## config.mk

```make
export PLATFORM = sky130hd
export DESIGN_NAME = icache_ctrl_flat
export DESIGN_NICKNAME = d
export VERILOG_FILES = /design/src/rtl/icache_ctrl_pkg.sv /design/src/rtl/icache_ctrl_if.sv /design/src/rtl/icache_data_array.sv /design/src/rtl/icache_ctrl.sv /design/src/flat_wrapper.sv
export SDC_FILE = /design/constraint.sdc
export NUM_CORES = 2
export LEC_CHECK = 0
export CAP_MARGIN = 10
export CORE_MARGIN = 1.5
export CORE_UTILIZATION = 62
export DETAILED_ROUTE_END_ITERATION = 8
export PLACE_DENSITY_LB_ADDON = 0.25
export SLEW_MARGIN = 10
export SYNTH_ARGS = -nofsm -noshare
export SYNTH_HDL_FRONTEND = slang
export SYNTH_HIERARCHICAL = 1
export SYNTH_MEMORY_MAX_BITS = 65536
export SYNTH_SLANG_ARGS = --single-unit
export TNS_END_PERCENT = 20
```

## constraint.sdc

```tcl
create_clock -name clk -period 8.3 [get_ports clk]
set_clock_uncertainty 0.15 [all_clocks]
set_input_delay 1.245 -clock clk [delete_from_list [all_inputs] [get_ports clk]]
set_output_delay 1.245 -clock clk [all_outputs]
set_load 0.02 [all_outputs]
```

## src/rtl/icache_ctrl_pkg.sv

```systemverilog
// icache_def: shared types and geometry for the direct-mapped instruction cache.
package icache_def;
  localparam int TAG_W = 8;
  localparam int IDX_W = 6;
  localparam int LINES = 1 << IDX_W;
  localparam int LINE_W = 64;
  localparam int LADDR_W = TAG_W + IDX_W;
  typedef struct packed {
    logic [LADDR_W-1:0] addr;
    logic [LINE_W-1:0] data;
    logic rw;
    logic valid;
  } mem_req_type;
  typedef struct packed {
    logic [LINE_W-1:0] data;
    logic ready;
  } mem_data_type;
  typedef enum logic [1:0] {COMPARE, ALLOCATE, FILL} state_t;
endpackage

```

## src/rtl/icache_ctrl_if.sv

```systemverilog
// icache_ctrl_if: fetch-side and unified-memory-side signals of the instruction cache.
interface icache_ctrl_if;
  import icache_def::*;
  logic [15:0] pc;
  logic fetch_en;
  logic flush;
  mem_data_type mem_data_res;
  logic [15:0] instr;
  logic hit;
  logic stall;
  mem_req_type mem_req;
  logic [15:0] miss_cnt;
  modport master (output pc, fetch_en, flush, mem_data_res, input instr, hit, stall, mem_req, miss_cnt);
  modport slave (input pc, fetch_en, flush, mem_data_res, output instr, hit, stall, mem_req, miss_cnt);
endinterface

```

## src/rtl/icache_data_array.sv

```systemverilog
// icache_data_array: line storage, one synchronous write port and one asynchronous read port.
module icache_data_array
  import icache_def::*;
(
  input  logic clk,
  input  logic i_we,
  input  logic [IDX_W-1:0] i_waddr,
  input  logic [LINE_W-1:0] i_wdata,
  input  logic [IDX_W-1:0] i_raddr,
  output logic [LINE_W-1:0] o_rdata
);
  logic [LINE_W-1:0] r_mem [LINES];
  always_ff @(posedge clk)
    if (i_we) r_mem[i_waddr] <= i_wdata;
  assign o_rdata = r_mem[i_raddr];
endmodule

```

## src/rtl/icache_ctrl.sv

```systemverilog
// icache_ctrl: 64-line direct-mapped instruction cache with zero-cycle hits
// and a blocking single-line refill from unified memory.
module icache_ctrl
  import icache_def::*;
(
  input  logic clk,
  input  logic rst,
  icache_ctrl_if.slave bus
);
  state_t r_state;
  logic [LINES-1:0] r_valid;
  logic [TAG_W-1:0] r_tag [LINES];
  logic [LADDR_W-1:0] r_miss_line;
  logic [LINE_W-1:0] r_line_buf;
  logic [15:0] r_miss_cnt;
  logic [LINE_W-1:0] w_line;
  logic [IDX_W-1:0] w_idx;
  logic [IDX_W-1:0] w_fill_idx;
  logic w_fill;
  logic w_hit;
  logic w_miss;
  assign w_idx = bus.pc[7:2];
  assign w_fill_idx = r_miss_line[IDX_W-1:0];
  assign w_fill = r_state == FILL;
  assign w_hit = r_state == COMPARE && bus.fetch_en && r_valid[w_idx] && r_tag[w_idx] == bus.pc[15:8];
  assign w_miss = r_state == COMPARE && bus.fetch_en && !w_hit;
  icache_data_array u_data (
    .clk     (clk),
    .i_we    (w_fill),
    .i_waddr (w_fill_idx),
    .i_wdata (r_line_buf),
    .i_raddr (w_idx),
    .o_rdata (w_line)
  );
  always_ff @(posedge clk)
    if (w_fill) r_tag[w_fill_idx] <= r_miss_line[LADDR_W-1:IDX_W];
  // flush has priority so a line written during FILL stays invalid
  always_ff @(posedge clk or posedge rst)
    if (rst) r_valid <= '0;
    else if (bus.flush) r_valid <= '0;
    else if (w_fill) r_valid[w_fill_idx] <= 1'b1;
  always_ff @(posedge clk or posedge rst)
    if (rst) begin
      r_state <= COMPARE;
      r_miss_line <= '0;
      r_line_buf <= '0;
      r_miss_cnt <= '0;
    end else begin
      case (r_state)
        COMPARE: if (w_miss) begin
          r_miss_line <= bus.pc[15:2];
          r_miss_cnt <= r_miss_cnt == 16'hFFFF ? r_miss_cnt : r_miss_cnt + 16'd1;
          r_state <= ALLOCATE;
        end
        ALLOCATE: if (bus.mem_data_res.ready) begin
          r_line_buf <= bus.mem_data_res.data;
          r_state <= FILL;
        end
        default: r_state <= COMPARE;
      endcase
    end
  assign bus.hit = w_hit;
  assign bus.instr = w_hit ? w_line[{bus.pc[1:0], 4'd0} +: 16] : 16'h0000;
  assign bus.stall = !rst && (r_state != COMPARE || w_miss);
  assign bus.miss_cnt = r_miss_cnt;
  assign bus.mem_req.valid = r_state == ALLOCATE;
  assign bus.mem_req.addr = r_miss_line;
  assign bus.mem_req.data = '0;
  assign bus.mem_req.rw = 1'b0;
endmodule

```

## src/flat_wrapper.sv

```systemverilog
// flat-port wrapper written by rule: the top's interface ports become plain ports
module icache_ctrl_flat import icache_def::*;
  (clk, rst, bus_pc, bus_fetch_en, bus_flush, bus_mem_data_res, bus_instr, bus_hit, bus_stall, bus_mem_req, bus_miss_cnt);
  icache_ctrl_if bus_i ();
  input  logic clk;
  input  logic rst;
  input wire logic [$bits(bus_i.pc)-1:0] bus_pc;
  input wire logic [$bits(bus_i.fetch_en)-1:0] bus_fetch_en;
  input wire logic [$bits(bus_i.flush)-1:0] bus_flush;
  input wire logic [$bits(bus_i.mem_data_res)-1:0] bus_mem_data_res;
  output wire logic [$bits(bus_i.instr)-1:0] bus_instr;
  output wire logic [$bits(bus_i.hit)-1:0] bus_hit;
  output wire logic [$bits(bus_i.stall)-1:0] bus_stall;
  output wire logic [$bits(bus_i.mem_req)-1:0] bus_mem_req;
  output wire logic [$bits(bus_i.miss_cnt)-1:0] bus_miss_cnt;
  assign bus_i.pc = bus_pc;
  assign bus_i.fetch_en = bus_fetch_en;
  assign bus_i.flush = bus_flush;
  assign bus_i.mem_data_res = bus_mem_data_res;
  assign bus_instr = bus_i.instr;
  assign bus_hit = bus_i.hit;
  assign bus_stall = bus_i.stall;
  assign bus_mem_req = bus_i.mem_req;
  assign bus_miss_cnt = bus_i.miss_cnt;
  icache_ctrl u_core (.clk(clk), .rst(rst), .bus(bus_i));
endmodule
```

**Yosys cells after proc, flatten, opt, wreduce, memory -nomap -nowiden**

Memory sizes are Yosys's and may differ from the RTL's.
Cells that the tools add are included.

- Bits of input ports: 85
- Memories: 2
- Output and inout bits: 114
- Word-level logic and storage cells: 48
- Flip-flop bits (word level): 160
- RAM bits: 4608

Memory list:

| memory | words | width | rd ports | clocked after Yosys merged registers in | wr ports | RTL line | source |
|---|---|---|---|---|---|---|---|
| u_core.u_data.r_mem | 64 | 64 | 1 | 0 | 1 | icache_data_array.sv:12 | `logic [LINE_W-1:0] r_mem [LINES];` |
| u_core.r_tag | 64 | 8 | 1 | 0 | 1 | icache_ctrl.sv:12 | `logic [TAG_W-1:0] r_tag [LINES];` |

- Muxes and demuxes: 12
- $add $sub $neg: 1
- Equal/unequal tests: 6
- Bitwise logic cells: 2
- Magnitude comparators: 3
- Shifts and indexed selects: 1
- Reduce and logical (&&, ||, !) cells: 16

Operators by type and width:

| cell | count |
|---|---|
| $mux 64 | 2 |
| $or 64x64->64 | 1 |
| $shiftx 64x7->16 | 1 |
| $add 16x1->16 const B | 1 |
| $eq 16x16->1 const B | 1 |
| $mux 16 | 1 |
| $lt 6x7->1 const B | 2 |
| $eq 8x8->1 | 1 |
| $bmux 1 s6 | 1 |
| $demux 1 s6 | 1 |
| $ge 6x1->1 const B | 1 |
| $logic_and 1x1->1 | 6 |
| $reduce_and 2->1 | 3 |
| $mux 1 | 4 |
| $mux 2 | 2 |
| $pmux 2 s2 | 1 |
| $reduce_bool 2->1 | 2 |
| $reduce_and 3->1 | 1 |
| $eq 2x1->1 const B | 1 |
| $eq 2x2->1 const B | 1 |
| $logic_not 1->1 | 2 |
| $logic_not 2->1 | 1 |
| $ne 2x1->1 const B | 1 |
| $ne 2x2->1 const B | 1 |
| other kinds (2) | 2 |

**Depth between registers and ports, before layout**

- Depth after elaboration: 8
- Depth in mapped cells: 16
- Depth with buffers taken out: 10

**Hierarchy**

The synthesis kept the hierarchy.

By module, submodules not included:

| module | cells an instance | times used | area an instance (µm²) | sequential area each (µm²) |
|---|---|---|---|---|
| icache_data_array | 6534 | 1 | 155067.5 | 122998.0 |
| icache_ctrl | 1629 | 1 | 27694.1 | 19378.6 |

**Least setup slack after synthesis**

No wires, ideal clock.

- Path type: register to register
- Start: register u_core.r_miss_line[3]
- End: memory u_core.u_data.r_mem[49][0], enable pin
- Buffers on the path: 1
- Library setup time: 0.564 ns
- Data required time: 7.586 ns
- Stages on the path, launching flop included: 5
- Data arrival time: 5.367 ns
- Path slack: 2.219 ns
- Clock period less this slack: 6.081 ns
- Cells stage by stage: dfrtp_1 clkbuf_1 nor2b_1 nand4_1 nor3_1

RTL lines:

| element | RTL line | source |
|---|---|---|
| start, declared | icache_ctrl.sv:13 | `logic [LADDR_W-1:0] r_miss_line;` |
| start signal, assigned | icache_ctrl.sv:51 | `r_miss_line <= bus.pc[15:2];` |
| end, declared | icache_data_array.sv:12 |  |

Straight into the memory's write port.

**Worst setup path after layout**

- Start: input port bus_pc[4]
- End: output port bus_instr[7]

- Elaborated cells between the ends (all ways): 9
- Classes of those cells: eq/ne (1); shift (1); mux (3); reduce/logical (2); memory (2)

RTL lines:

| element | RTL line | source |
|---|---|---|
| start, declared | flat_wrapper.sv:7 | `input wire logic [$bits(bus_i.pc)-1:0] bus_pc;` |
| $mem_v2 64x64 | n/a |  |
| named net u_core.w_line[55] | icache_ctrl.sv:16 | `logic [LINE_W-1:0] w_line;` |
| $shiftx 64x7->16 | icache_ctrl.sv:63 | `assign bus.instr = w_hit ? w_line[{bus.pc[1:0], 4'd0} +: 16] : 16'h0000;` |
| $mux 16 | icache_ctrl.sv:63 |  |
| end, declared | flat_wrapper.sv:11 | `output wire logic [$bits(bus_i.instr)-1:0] bus_instr;` |

The timed path passes the listed nets, and every way through them passes these cells. The select of a mux whose other input is x is not followed.

==> impl_metrics.json <==
{
  "place_inst": 12100,
  "vias": 93900,
  "path_cells": "buf_8 -> buf_4 -> nor2b_4 -> buf_12 -> buf_4 -> a22o_1 -> nor2_1 -> a211oi_1 -> mux4_2 -> nor2b_2 -> clkdlybuf4s50_1",
  "synth_top_flop_cell": "edfxtp_1",
  "cpMaxStageDelayCell": "nor2b_4",
  "clockBufferDepth": 4,
  "hold_viol": 0,
  "async_flop_share_pct": 3.36,
  "die_width_um": 546,
  "yosysSeqAreaShare_pct": 77.9,
  "crit_arrival_ps": 6030,
  "busiest_layer": "met2",
  "ys_ff_latch": 4768,
  "r2r_cells": 3,
  "critical-path-top-delay-family": "buffers and inverters",
  "final_cell_count_no_fill": 13000,
  "fp.dieH_um": 546,
  "multi_input_area_um2": 38300,
  "tightest_slew_ps": 1380,
  "final_common_cell": "edfxtp_1",
  "layout-drive-gt1-share_pct": 26.9,
  "fmax_mhz": 135,
  "whs_path_depth": 2,
  "cts_resized": 0,
  "wl_um": 500000,
  "cp_max_fo": 87,
  "crit_buf_inv": 5,
  "dp_hpwl_um": 266000,
  "outcome": "finished clean",
  "syn_to_final_growth_pct": 12.2,
  "hold_start": "u_core/r_valid[54]",
  "cpMostUsedCell": "buf_4",
  "grt_usage_pct": 33.4,
  "max_stage_delay_ps": 880,
  "synth_top_area_share_pct": 75.7,
  "holdCritPathClass": "reg2reg",
  "relSlewSlack_pct": 7.60,
  "wire_per_inst_um": 38.6,
  "pin_count": 199,
  "htree_levels": 5,
  "synth.avg_cell_area_um2": 22.4,
  "cts_hold_buf": 0,
  "rows": 199,
  "setup_viol": 0,
  "synth_area_leader_cell": "edfxtp_1",
  "clock_latency_ps": 990,
  "viasPerCell": 7.25,
  "clock_sinks": 4768,
  "drt_pre_antenna_iters": 8,
  "ir_worst_vdd_mv": 0.410,
  "path_clk_slew_ps": 60,
  "io_buffers": 133,
  "regArea_um2": 142000,
  "rsz0062_at_grt": "false",
  "path_class": "in2out",
  "syn_inst": 8163,
  "final_cell_mix": "4608 x edfxtp_1, 1161 x mux4_2, 452 x clkbuf_16",
  "slew_viol_final": 0,
  "final.setup.tns_ps": 0,
  "synth_edf_count": 4608,
  "cp-start-kind": "input pin",
  "grt_use_met1_pct": 46.7,
  "use_met2_pct": 51.8,
  "r2r_slack_ps": 3670,
  "gr-total-overflow": 0,
  "drv_cap": 0,
  "met3_usage_pct": 8.82,
  "num-nets-final": 8711,
  "initial_core_util_pct": 62.3,
  "fin_util_pct": 69.9,
  "antenna_left": 0,
  "ys_types": 65,
  "period_share_pct": 89.5,
  "grt_max_degree": 119,
  "crit_required_ps": 6900,
  "dieArea_um2": 298000,
  "cts_buffers": 449,
  "startpoint": "bus_pc[4]",
  "p_per_area_nw_per_um2": 280,
  "ys.warnings.count": 6,
  "syn_area_um2": 183000,
  "synth.area.top_cells": "edfxtp_1 76%, mux4_2 14%, dfrtp_1 2.2%",
  "grt_pass1_wl_um": 696000,
  "dr.first_iter.drc_count": 16200,
  "fillers": 16800,
  "cts_tree": "done",
  "p_leak_nw": 65.1,
  "fin_crit_ps": 7430,
  "r2r-start": "u_core/r_miss_line[2]",
  "grt_pass1_vias": 92200,
  "antenna_found_initial": 28,
  "drc_errors": 0,
  "gp_routability_congestion": 0.871,
  "postCtsSetupRepairBufs": 0,
  "core-area_um2": 294000,
  "cts_root_buf": "clkbuf_16",
  "critPathCaptureType": "primary output",
  "worstReg2RegEnd": "u_core/u_data/r_mem[7][20]",
  "whs_endpoint": "u_core/r_valid[54]"
}
area by class of cell:
| cell class | instances | area share [%] |
|---|---|---|
| Inverter | 31 | 0.0604 |
| Timing Repair Buffer | 468 | 2.18 |
| Multi-Input combinational cell | 2907 | 18.7 |
| Antenna cell | 20 | 0.0244 |
| Clock inverter | 279 | 1.43 |
| Clock buffer | 560 | 5.78 |
| Sequential cell | 4768 | 69.4 |
| Tap cell | 3919 | 2.39 |
cell usage after synthesis, types with 66 or more instances:
| cell | instances |
|---|---|
| nand3_1 | 66 |
| dfrtp_1 | 160 |
| edfxtp_1 | 4608 |
| a22oi_1 | 191 |
| and3_1 | 70 |
| o22ai_1 | 94 |
| nor2_1 | 296 |
| mux2i_1 | 191 |
| buf_2 | 196 |
| a22o_1 | 88 |
| nand2_1 | 145 |
| a211oi_1 | 72 |
| clkbuf_1 | 174 |
| mux2_2 | 72 |
| mux4_2 | 1161 |
| buf_4 | 110 |
worst max-delay path by stage:
stage	depth (start not counted)	slack, ps	to
finish	11	870	bus_instr[7]
global route	11	730	bus_instr[5]
CTS	12	970	bus_hit
detailed placement	12	970	bus_hit
global placement	12	970	bus_hit
floorplan	4	2220	u_core/u_data/r_mem[49][0]
power by group:
part	internal, mW	switching (mW)	total, mW
clock	11.6	8.95	20.6
combinational	1.32	4.22	5.54
sequential	30.3	1.14	31.4
total	43.2	14.3	57.5
sequential cells by signal (all words and copies together) (netlist names):
name                 count
u_core/bus.miss_cnt     16
u_core/r_line_buf       64
u_core/r_miss_line      14
u_core/r_state           2
u_core/r_tag           512
u_core/r_valid          64
u_core/u_data/r_mem   4096
cells by family after synthesis:
group / after synthesis / share of synthesized area (%)
AO/OA/AOI/OAI: 628 / 2.62
XOR/XNOR: 23 / 0.110
adder cells (fa/ha/maj): 1 / 0.00684
buffers and inverters: 552 / 1.56
flip-flops: 4768 / 77.9
multiplexers: 1426 / 15.8
other: 1 / 0.00205
AND/OR/NAND/NOR: 764 / 1.99
worst reg2reg max path, cell delays in order (launching register included):
cell and delay [ps]:
dfrtp_1 970, nand4_1 970, nor2_4 1000, buf_4 1040
stage by stage:
step / worst slack [ps] / power [mW] / hold WS, ps / cell area (µm²)
floorplan: 2220 / 34.4 / 311 / 183000
global placement: 973 / 36.8 / 323 / 190000
detailed placement: 969 / 37.2 / 334 / 190000
CTS: 975 / 57.4 / 353 / 205000
global route: 732 / 58.8 / 368 / 205000
finish: 872 / 57.5 / 351 / 205000
per-layer routing:
layer | routed length (µm) | up-vias
met5 | 126 | -
met4 | 19900 | 20
met3 | 69100 | 1212
met2 | 237000 | 7887
met1 | 174000 | 49400
li1 | - | 35400
Note: power is estimated with default switching activity, not from simulation.
